<file path="config.mk">
export PLATFORM = sky130hd
export DESIGN_NAME = alu_issue_sched
export DESIGN_NICKNAME = d
export VERILOG_FILES = /design/src/rtl/rs_pkg.sv /design/src/rtl/oldest_ready_pick.sv /design/src/rtl/alu_issue_sched.sv
export SDC_FILE = /design/constraint.sdc
export NUM_CORES = 1
export LEC_CHECK = 0
export BUFFER_PORTS_ARGS = -buffer_cell sky130_fd_sc_hd__buf_2
export CORE_AREA = 2 2 247 249
export CTS_CLUSTER_SIZE = 8
export DETAILED_ROUTE_END_ITERATION = 16
export DIE_AREA = 0 0 249 251
export HOLD_SLACK_MARGIN = 0.12
export PLACE_DENSITY = 0.52
export SLEW_MARGIN = 20
export SYNTH_ARGS = -nofsm -noshare
export SYNTH_HDL_FRONTEND = slang
export SYNTH_SLANG_ARGS = --single-unit
export TNS_END_PERCENT = 30
</file>
<file path="constraint.sdc">
create_clock -name clk -period 7.5 [get_ports clk]
set_clock_uncertainty 0.2 [all_clocks]
set_input_delay 0.75 -clock clk [delete_from_list [all_inputs] [get_ports clk]]
set_output_delay 0.75 -clock clk [all_outputs]
set_load 0.01 [all_outputs]
</file>
<file path="src/rtl/rs_pkg.sv">
// Shared constants and entry-status record for the ALU reservation station.
package rs_pkg;
   localparam int ENTRIES = 8;
   localparam int AGE_W   = 6;
   localparam int TAG_W   = 6;
   localparam int NWK     = 3;
   localparam int IDX_W   = $clog2(ENTRIES);
   localparam int OCC_W   = IDX_W + 1;

   typedef struct packed {
      logic             busy;
      logic             issued;
      logic             fu;
      logic [TAG_W-1:0] s1_tag;
      logic             s1_rdy;
      logic [TAG_W-1:0] s2_tag;
      logic             s2_rdy;
      logic [AGE_W-1:0] age;
      logic [TAG_W-1:0] dst_tag;
      logic             dst_val;
   } rs_status_t;
endpackage

</file>
<file path="src/rtl/oldest_ready_pick.sv">
// Oldest-ready selector: binary tree of unsigned age compares; equal ages resolve
// toward the lower entry index.
module oldest_ready_pick
   import rs_pkg::*;
(
   input  logic [ENTRIES-1:0]       cand,
   input  logic [ENTRIES*AGE_W-1:0] ages,
   output logic                     any,
   output logic [IDX_W-1:0]         idx
);
   localparam int NODES = 2 * ENTRIES - 1;

   typedef struct packed {
      logic             any;
      logic [IDX_W-1:0] idx;
   } pick_t;

   // Heap layout: leaves at ENTRIES-1+i, node n has children 2n+1 (lower entries) and 2n+2.
   function automatic pick_t tree_pick(input logic [ENTRIES-1:0]       c,
                                       input logic [ENTRIES*AGE_W-1:0] a);
      logic [NODES-1:0] v;
      logic [AGE_W-1:0] na [NODES];
      logic [IDX_W-1:0] ni [NODES];
      pick_t            res;
      v = '0;
      for (int n = 0; n < NODES; n++) begin
         na[n] = '0;
         ni[n] = '0;
      end
      for (int i = 0; i < ENTRIES; i++) begin
         v[ENTRIES-1+i]  = c[i];
         na[ENTRIES-1+i] = a[i*AGE_W +: AGE_W];
         ni[ENTRIES-1+i] = IDX_W'(i);
      end
      for (int n = ENTRIES - 2; n >= 0; n--) begin
         if (v[2*n+2] && (!v[2*n+1] || (na[2*n+2] < na[2*n+1]))) begin
            na[n] = na[2*n+2];
            ni[n] = ni[2*n+2];
         end else begin
            na[n] = na[2*n+1];
            ni[n] = ni[2*n+1];
         end
         v[n] = v[2*n+1] | v[2*n+2];
      end
      res.any = v[0];
      res.idx = ni[0];
      return res;
   endfunction

   pick_t result;

   assign result = tree_pick(cand, ages);
   assign any    = result.any;
   assign idx    = result.idx;
endmodule

</file>
<file path="src/rtl/alu_issue_sched.sv">
// ALU reservation-station scheduler: entry status, lowest-free allocation, tag wakeup
// and one registered oldest-ready issue port per ALU.
module alu_issue_sched
   import rs_pkg::*;
(
   input  logic                 clk,
   input  logic                 rst_n,
   input  logic                 flush,
   input  logic                 disp_valid,
   output logic                 disp_ready,
   input  logic [AGE_W-1:0]     disp_age,
   input  logic                 disp_fu,
   input  logic [TAG_W-1:0]     disp_s1_tag,
   input  logic [TAG_W-1:0]     disp_s2_tag,
   input  logic                 disp_s1_rdy,
   input  logic                 disp_s2_rdy,
   input  logic [TAG_W-1:0]     disp_dst_tag,
   input  logic                 disp_dst_val,
   output logic [IDX_W-1:0]     alloc_idx,
   input  logic [NWK-1:0]       wk_valid,
   input  logic [NWK*TAG_W-1:0] wk_tag,
   output logic                 iss_valid0,
   input  logic                 iss_ready0,
   output logic [IDX_W-1:0]     iss_idx0,
   output logic [TAG_W-1:0]     iss_dst_tag0,
   output logic                 iss_dst_val0,
   output logic                 iss_valid1,
   input  logic                 iss_ready1,
   output logic [IDX_W-1:0]     iss_idx1,
   output logic [TAG_W-1:0]     iss_dst_tag1,
   output logic                 iss_dst_val1,
   output logic [OCC_W-1:0]     occupancy
);
   rs_status_t [ENTRIES-1:0] rs, rs_nxt;
   logic [ENTRIES-1:0]       cand0, cand1;
   logic [ENTRIES*AGE_W-1:0] ages;
   logic                     any0, any1;
   logic [IDX_W-1:0]         pick0, pick1;
   logic                     fire_disp, fire0, fire1, load0, load1;

   function automatic logic wk_hit(input logic [TAG_W-1:0]     tag,
                                   input logic [NWK-1:0]       v,
                                   input logic [NWK*TAG_W-1:0] t);
      logic hit;
      hit = 1'b0;
      for (int i = 0; i < NWK; i++)
         if (v[i] && (t[i*TAG_W +: TAG_W] == tag)) hit = 1'b1;
      return hit;
   endfunction

   assign disp_ready = (occupancy < OCC_W'(ENTRIES));
   assign fire_disp  = disp_valid && disp_ready;
   assign fire0      = iss_valid0 && iss_ready0;
   assign fire1      = iss_valid1 && iss_ready1;
   assign load0      = !iss_valid0 || iss_ready0;
   assign load1      = !iss_valid1 || iss_ready1;

   always_comb begin
      alloc_idx = '0;
      for (int i = ENTRIES - 1; i >= 0; i--)
         if (!rs[i].busy) alloc_idx = IDX_W'(i);
   end

   always_comb begin
      cand0 = '0;
      cand1 = '0;
      ages  = '0;
      for (int i = 0; i < ENTRIES; i++) begin
         ages[i*AGE_W +: AGE_W] = rs[i].age;
         if (rs[i].busy && rs[i].s1_rdy && rs[i].s2_rdy && !rs[i].issued) begin
            cand0[i] = !rs[i].fu;
            cand1[i] = rs[i].fu;
         end
      end
   end

   oldest_ready_pick u_pick0 (.cand(cand0), .ages(ages), .any(any0), .idx(pick0));
   oldest_ready_pick u_pick1 (.cand(cand1), .ages(ages), .any(any1), .idx(pick1));

   // Allocation, picks and frees all index distinct entries, so their order here is free.
   always_comb begin
      rs_nxt = rs;
      for (int i = 0; i < ENTRIES; i++) begin
         if (rs[i].busy) begin
            if (wk_hit(rs[i].s1_tag, wk_valid, wk_tag)) rs_nxt[i].s1_rdy = 1'b1;
            if (wk_hit(rs[i].s2_tag, wk_valid, wk_tag)) rs_nxt[i].s2_rdy = 1'b1;
         end
      end
      if (fire0) rs_nxt[iss_idx0] = '0;
      if (fire1) rs_nxt[iss_idx1] = '0;
      if (load0 && any0) rs_nxt[pick0].issued = 1'b1;
      if (load1 && any1) rs_nxt[pick1].issued = 1'b1;
      if (fire_disp) begin
         rs_nxt[alloc_idx].busy    = 1'b1;
         rs_nxt[alloc_idx].issued  = 1'b0;
         rs_nxt[alloc_idx].fu      = disp_fu;
         rs_nxt[alloc_idx].s1_tag  = disp_s1_tag;
         rs_nxt[alloc_idx].s1_rdy  = disp_s1_rdy || wk_hit(disp_s1_tag, wk_valid, wk_tag);
         rs_nxt[alloc_idx].s2_tag  = disp_s2_tag;
         rs_nxt[alloc_idx].s2_rdy  = disp_s2_rdy || wk_hit(disp_s2_tag, wk_valid, wk_tag);
         rs_nxt[alloc_idx].age     = disp_age;
         rs_nxt[alloc_idx].dst_tag = disp_dst_tag;
         rs_nxt[alloc_idx].dst_val = disp_dst_val;
      end
   end

   always_ff @(posedge clk) begin
      if (!rst_n || flush) begin
         rs           <= '0;
         occupancy    <= '0;
         iss_valid0   <= 1'b0;
         iss_idx0     <= '0;
         iss_dst_tag0 <= '0;
         iss_dst_val0 <= 1'b0;
         iss_valid1   <= 1'b0;
         iss_idx1     <= '0;
         iss_dst_tag1 <= '0;
         iss_dst_val1 <= 1'b0;
      end else begin
         rs        <= rs_nxt;
         occupancy <= occupancy + OCC_W'(fire_disp) - OCC_W'(fire0) - OCC_W'(fire1);
         if (load0) begin
            iss_valid0 <= any0;
            if (any0) begin
               iss_idx0     <= pick0;
               iss_dst_tag0 <= rs[pick0].dst_tag;
               iss_dst_val0 <= rs[pick0].dst_val;
            end
         end
         if (load1) begin
            iss_valid1 <= any1;
            if (any1) begin
               iss_idx1     <= pick1;
               iss_dst_tag1 <= rs[pick1].dst_tag;
               iss_dst_val1 <= rs[pick1].dst_val;
            end
         end
      end
   end
endmodule
</file>
==> summary.md <==
| Metric | Value |
|---|---|
| Ys flop type | dfxtp_1 |
| Core Util, Final | 0.329 |
| Sw frac | 0.268 |
| Internal power | 2.47 mW |
| HPWL Detailed | 46200 um |
| TritonCTS clock tree | yes |
| Crit path buf inv count | 1 |
| CP dominant cell by count | nor2_1 |
| Worst-Margin Slew | 1200 ps |
| Initial antenna violation count | 0 |
| Final ANT Viol Nets | 0 |
| Num CTS Buffers | 39 |
| Top-area cell type share of the netlist area | 0.300 |
| Hold Path Class | reg2reg |
| Pin count of the biggest net entering global routing | 79 |
| Post-place setup slack | 304 ps |
| Hold path depth | 2 |
| Leakage | 6.63 nW |
| Final WS setup | 557 ps |
| Total gr overflow | 0 |
| Worst setup SP type | flip-flop |
| Clock Latency Late Sink | 570 ps |
| FF-to-FF End | rs[208] |
| Synth Warn # | 0 |
| GP Congestion | 0.898 |
| Syn_area_per_cell | 7.61 sq um |
| Post-CTS setup buffer count | 0 |
| Synth cell types | 79 |
| Syn Nets | 2440 |
| Top cell family by delay on the critical path | compound AO/OA/AOI/OAI gates |
| Slew Viols, Final | 0 |
| Yosys reg bits | 266 |
| Worst Path Required | 7770 ps |
| Root buffer cell | clkbuf_16 |
| Die Height | 251 um |
| Sequential cell area fraction in the yosys report | 0.300 |
| Net Switching | 902 uW |
| 1st-iter DRT viols | 1597 |
| Max-cap violations | 0 |
| Slew headroom | 0.199 |
| Crit Reg-Reg Startpoint | ages[3] |
| Post-cts sizing count | 0 |
| CTS Hold Buffers Added | 0 |
| Pwr Density | 171 nW/um^2 |
| Vias | 17600 |
| Worst vdd ir | 0.146 mV |
| Number of global-route vias before repair | 16900 |
| CTS H-Tree Depth | 2 |
| IO Port Bufs | 84 |
| Global-route usage over all layers | 0.221 |
| Fraction of layout cells with a size suffix above 1 | 0.0923 |
| Critical-path top delay cell | nor2_1 |
| Fraction of registers with async set/reset | 0 |
| Rows | 90 |
| Crit path kind | reg2reg |
| Hold endpoint | ages[27] |
| Final Hold Fails | 0 |
| Crit end category | flip-flop |
| CTS max path bufs | 3 |
| Setup TNS | 0 ps |
| First-pass GRT wire length | 106000 um |
| Minimum clock period | 6940 ps |
| Hold_sp | ages[27] |
| Setup slack, reg-to-reg | 560 ps |
| WHS | 267 ps |
| Die Width | 249 um |
| Post-synth top cells | 316 x nand2_1, 309 x a21oi_1, 266 x dfxtp_1 |
| Core region area | 59800 sq um |
| CP max FO | 11 |
| Worst r2r path cells | 26 |
| Routed WL | 71200 um |
| Die area | 62500 sq um |
| Ratio of final minimum period to clock period | 0.926 |
| Status | finished clean |
| Worst-path clk slew | 50 ps |
| WP data arrival | 7220 ps |
| Max incr delay on CP | 540 ps |
| Area delta synth->final | 11.0% |
| Avg Vias per Cell | 5.74 |
| Starting density of the core | 0.296 |
| Sink Count | 266 |
| Area leader, netlist | dfxtp_1 |
| Comb pwr share | 0.091 |
| Residual DRC count | 0 |
| Most frequent cell after synthesis | nand2_1 |
| Final setup fails | 0 |
| Clock power frac | 0.484 |
| Max Clock Freq | 144 MHz |
| DRT Pass-1 Iters | 5 |
| RSZ-0062 raised after global routing | false |
| Fin nets | 2390 |
| Routed WL per cell | 23.2 um |
| Antenna diodes | 0 |
| Sequential power share | 0.424 |
| Area contributors post-synth | dfxtp_1 30%, a21oi_1 8.7%, xnor2_1 8.1%, xor2_1 8.0%, nand2_1 6.7% |
| Post-Syn Area | 17700 sq um |
| # IOs | 85 |
| EDFF count, synth | 0 |
| Synth Instances | 2330 |
==> how the worst max path moves through the flow <==
stage | from | endpoint | slack (ps) | depth (start not counted)
floorplan | ages[17] | iss_dst_tag0[1] | 440 | 30
global placement | ages[3] | iss_dst_tag1[5] | 420 | 27
detailed placement | ages[3] | iss_dst_tag1[5] | 300 | 27
CTS | ages[3] | iss_dst_tag1[1] | 280 | 27
global route | ages[17] | rs[208] | 100 | 27
finish | ages[3] | rs[208] | 560 | 26
==> layout by cell type (no fill, tap or decap), types with 8 or more instances in the layout <==
cell type,netlist,routed
nand3_1,224,224
nor4_1,56,56
o211ai_1,26,26
buf_2,5,84
nor3_1,15,14
mux2i_1,30,30
ha_1,53,53
inv_1,45,45
buf_4,10,31
xor2_1,162,162
o2111ai_1,16,16
o31ai_1,8,8
nand2b_1,15,14
nand2_1,316,316
a211oi_1,14,14
o31a_1,13,13
nand4_1,59,59
clkbuf_16,0,40
o21ai_0,58,57
or3_1,19,19
xnor2_1,164,164
a21o_1,21,21
mux2_2,19,19
nor2_1,83,75
a21oi_1,309,307
dfxtp_1,266,266
==> worst register-to-register path: stages, from the launching register on <==
cell      delay [ps]
dfxtp_1          320
inv_1             70
ha_1             310
a211oi_1         210
nor2_1           100
a21oi_1          290
nor2_1            90
nor2_1           540
nor2_1            90
a21oi_1          350
ha_1             320
a21o_1           180
a21o_1           170
a221o_1          360
a21o_1           190
a211oi_1         540
a21oi_2          240
o21ai_0          300
ha_1             310
o21ai_0           90
nand2b_1          70
a21oi_1          160
nor2b_1           60
o21ai_0          230
or2_2            350
or4b_1           500
a311oi_2         220
==> cell type report <==
class / instances / area, sq um
clock buffers: 45 / 1030
well taps: 782 / 978
fillers: 6315 / 40100
inverters: 48 / 180
flip-flops and latches: 266 / 5330
multi-input cells: 1809 / 11500
clock inverters: 2 / 25.0
repair buffers: 116 / 673
==> registers in the layout (all words and copies together) (netlist names), 3 cells and up <==
name and count:
ages 48, iss_dst_tag0 6, iss_dst_tag1 6, iss_idx0 3, iss_idx1 3, occupancy 4, rs 192
==> through the flow <==
stage / power [mW] / instances / instance area (sq um)
finish: 3.37 / 3068 / 19700
global route: 3.48 / 3068 / 19700
CTS: 3.40 / 3068 / 19700
detailed placement: 1.76 / 3021 / 18600
global placement: 1.76 / 3021 / 18600
floorplan: 1.66 / 2330 / 17700
==> layer usage <==
metal	track usage	wire length, um	up-vias
li1	-	-	8071
met3	0.0323	5090	232
met4	0.135	4250	0
met5	0	0	-
met1	0.276	29300	8518
met2	0.359	32500	800
==> power groups by stage <==
stage	Sequential (mW)	Combinational [mW]	Clock, mW
global route	1.43	0.324	1.72
finish	1.43	0.307	1.63
CTS	1.43	0.302	1.66
floorplan	1.46	0.203	0
detailed placement	1.46	0.302	0
global placement	1.46	0.296	0
==> kinds of logic (layout without fill, tap and decap cells) <==
family,after synthesis,after routing,share of synthesized area
buffers and inverters,255,211,0.0577
flip-flops,266,266,0.300
XOR/XNOR,326,326,0.161
adder cells (fa/ha/maj),55,55,0.0397
multiplexers,51,51,0.0309
AND/OR/NAND/NOR,839,839,0.227
AO/OA/AOI/OAI,538,538,0.183
Note: power is estimated with default switching activity, not from simulation.
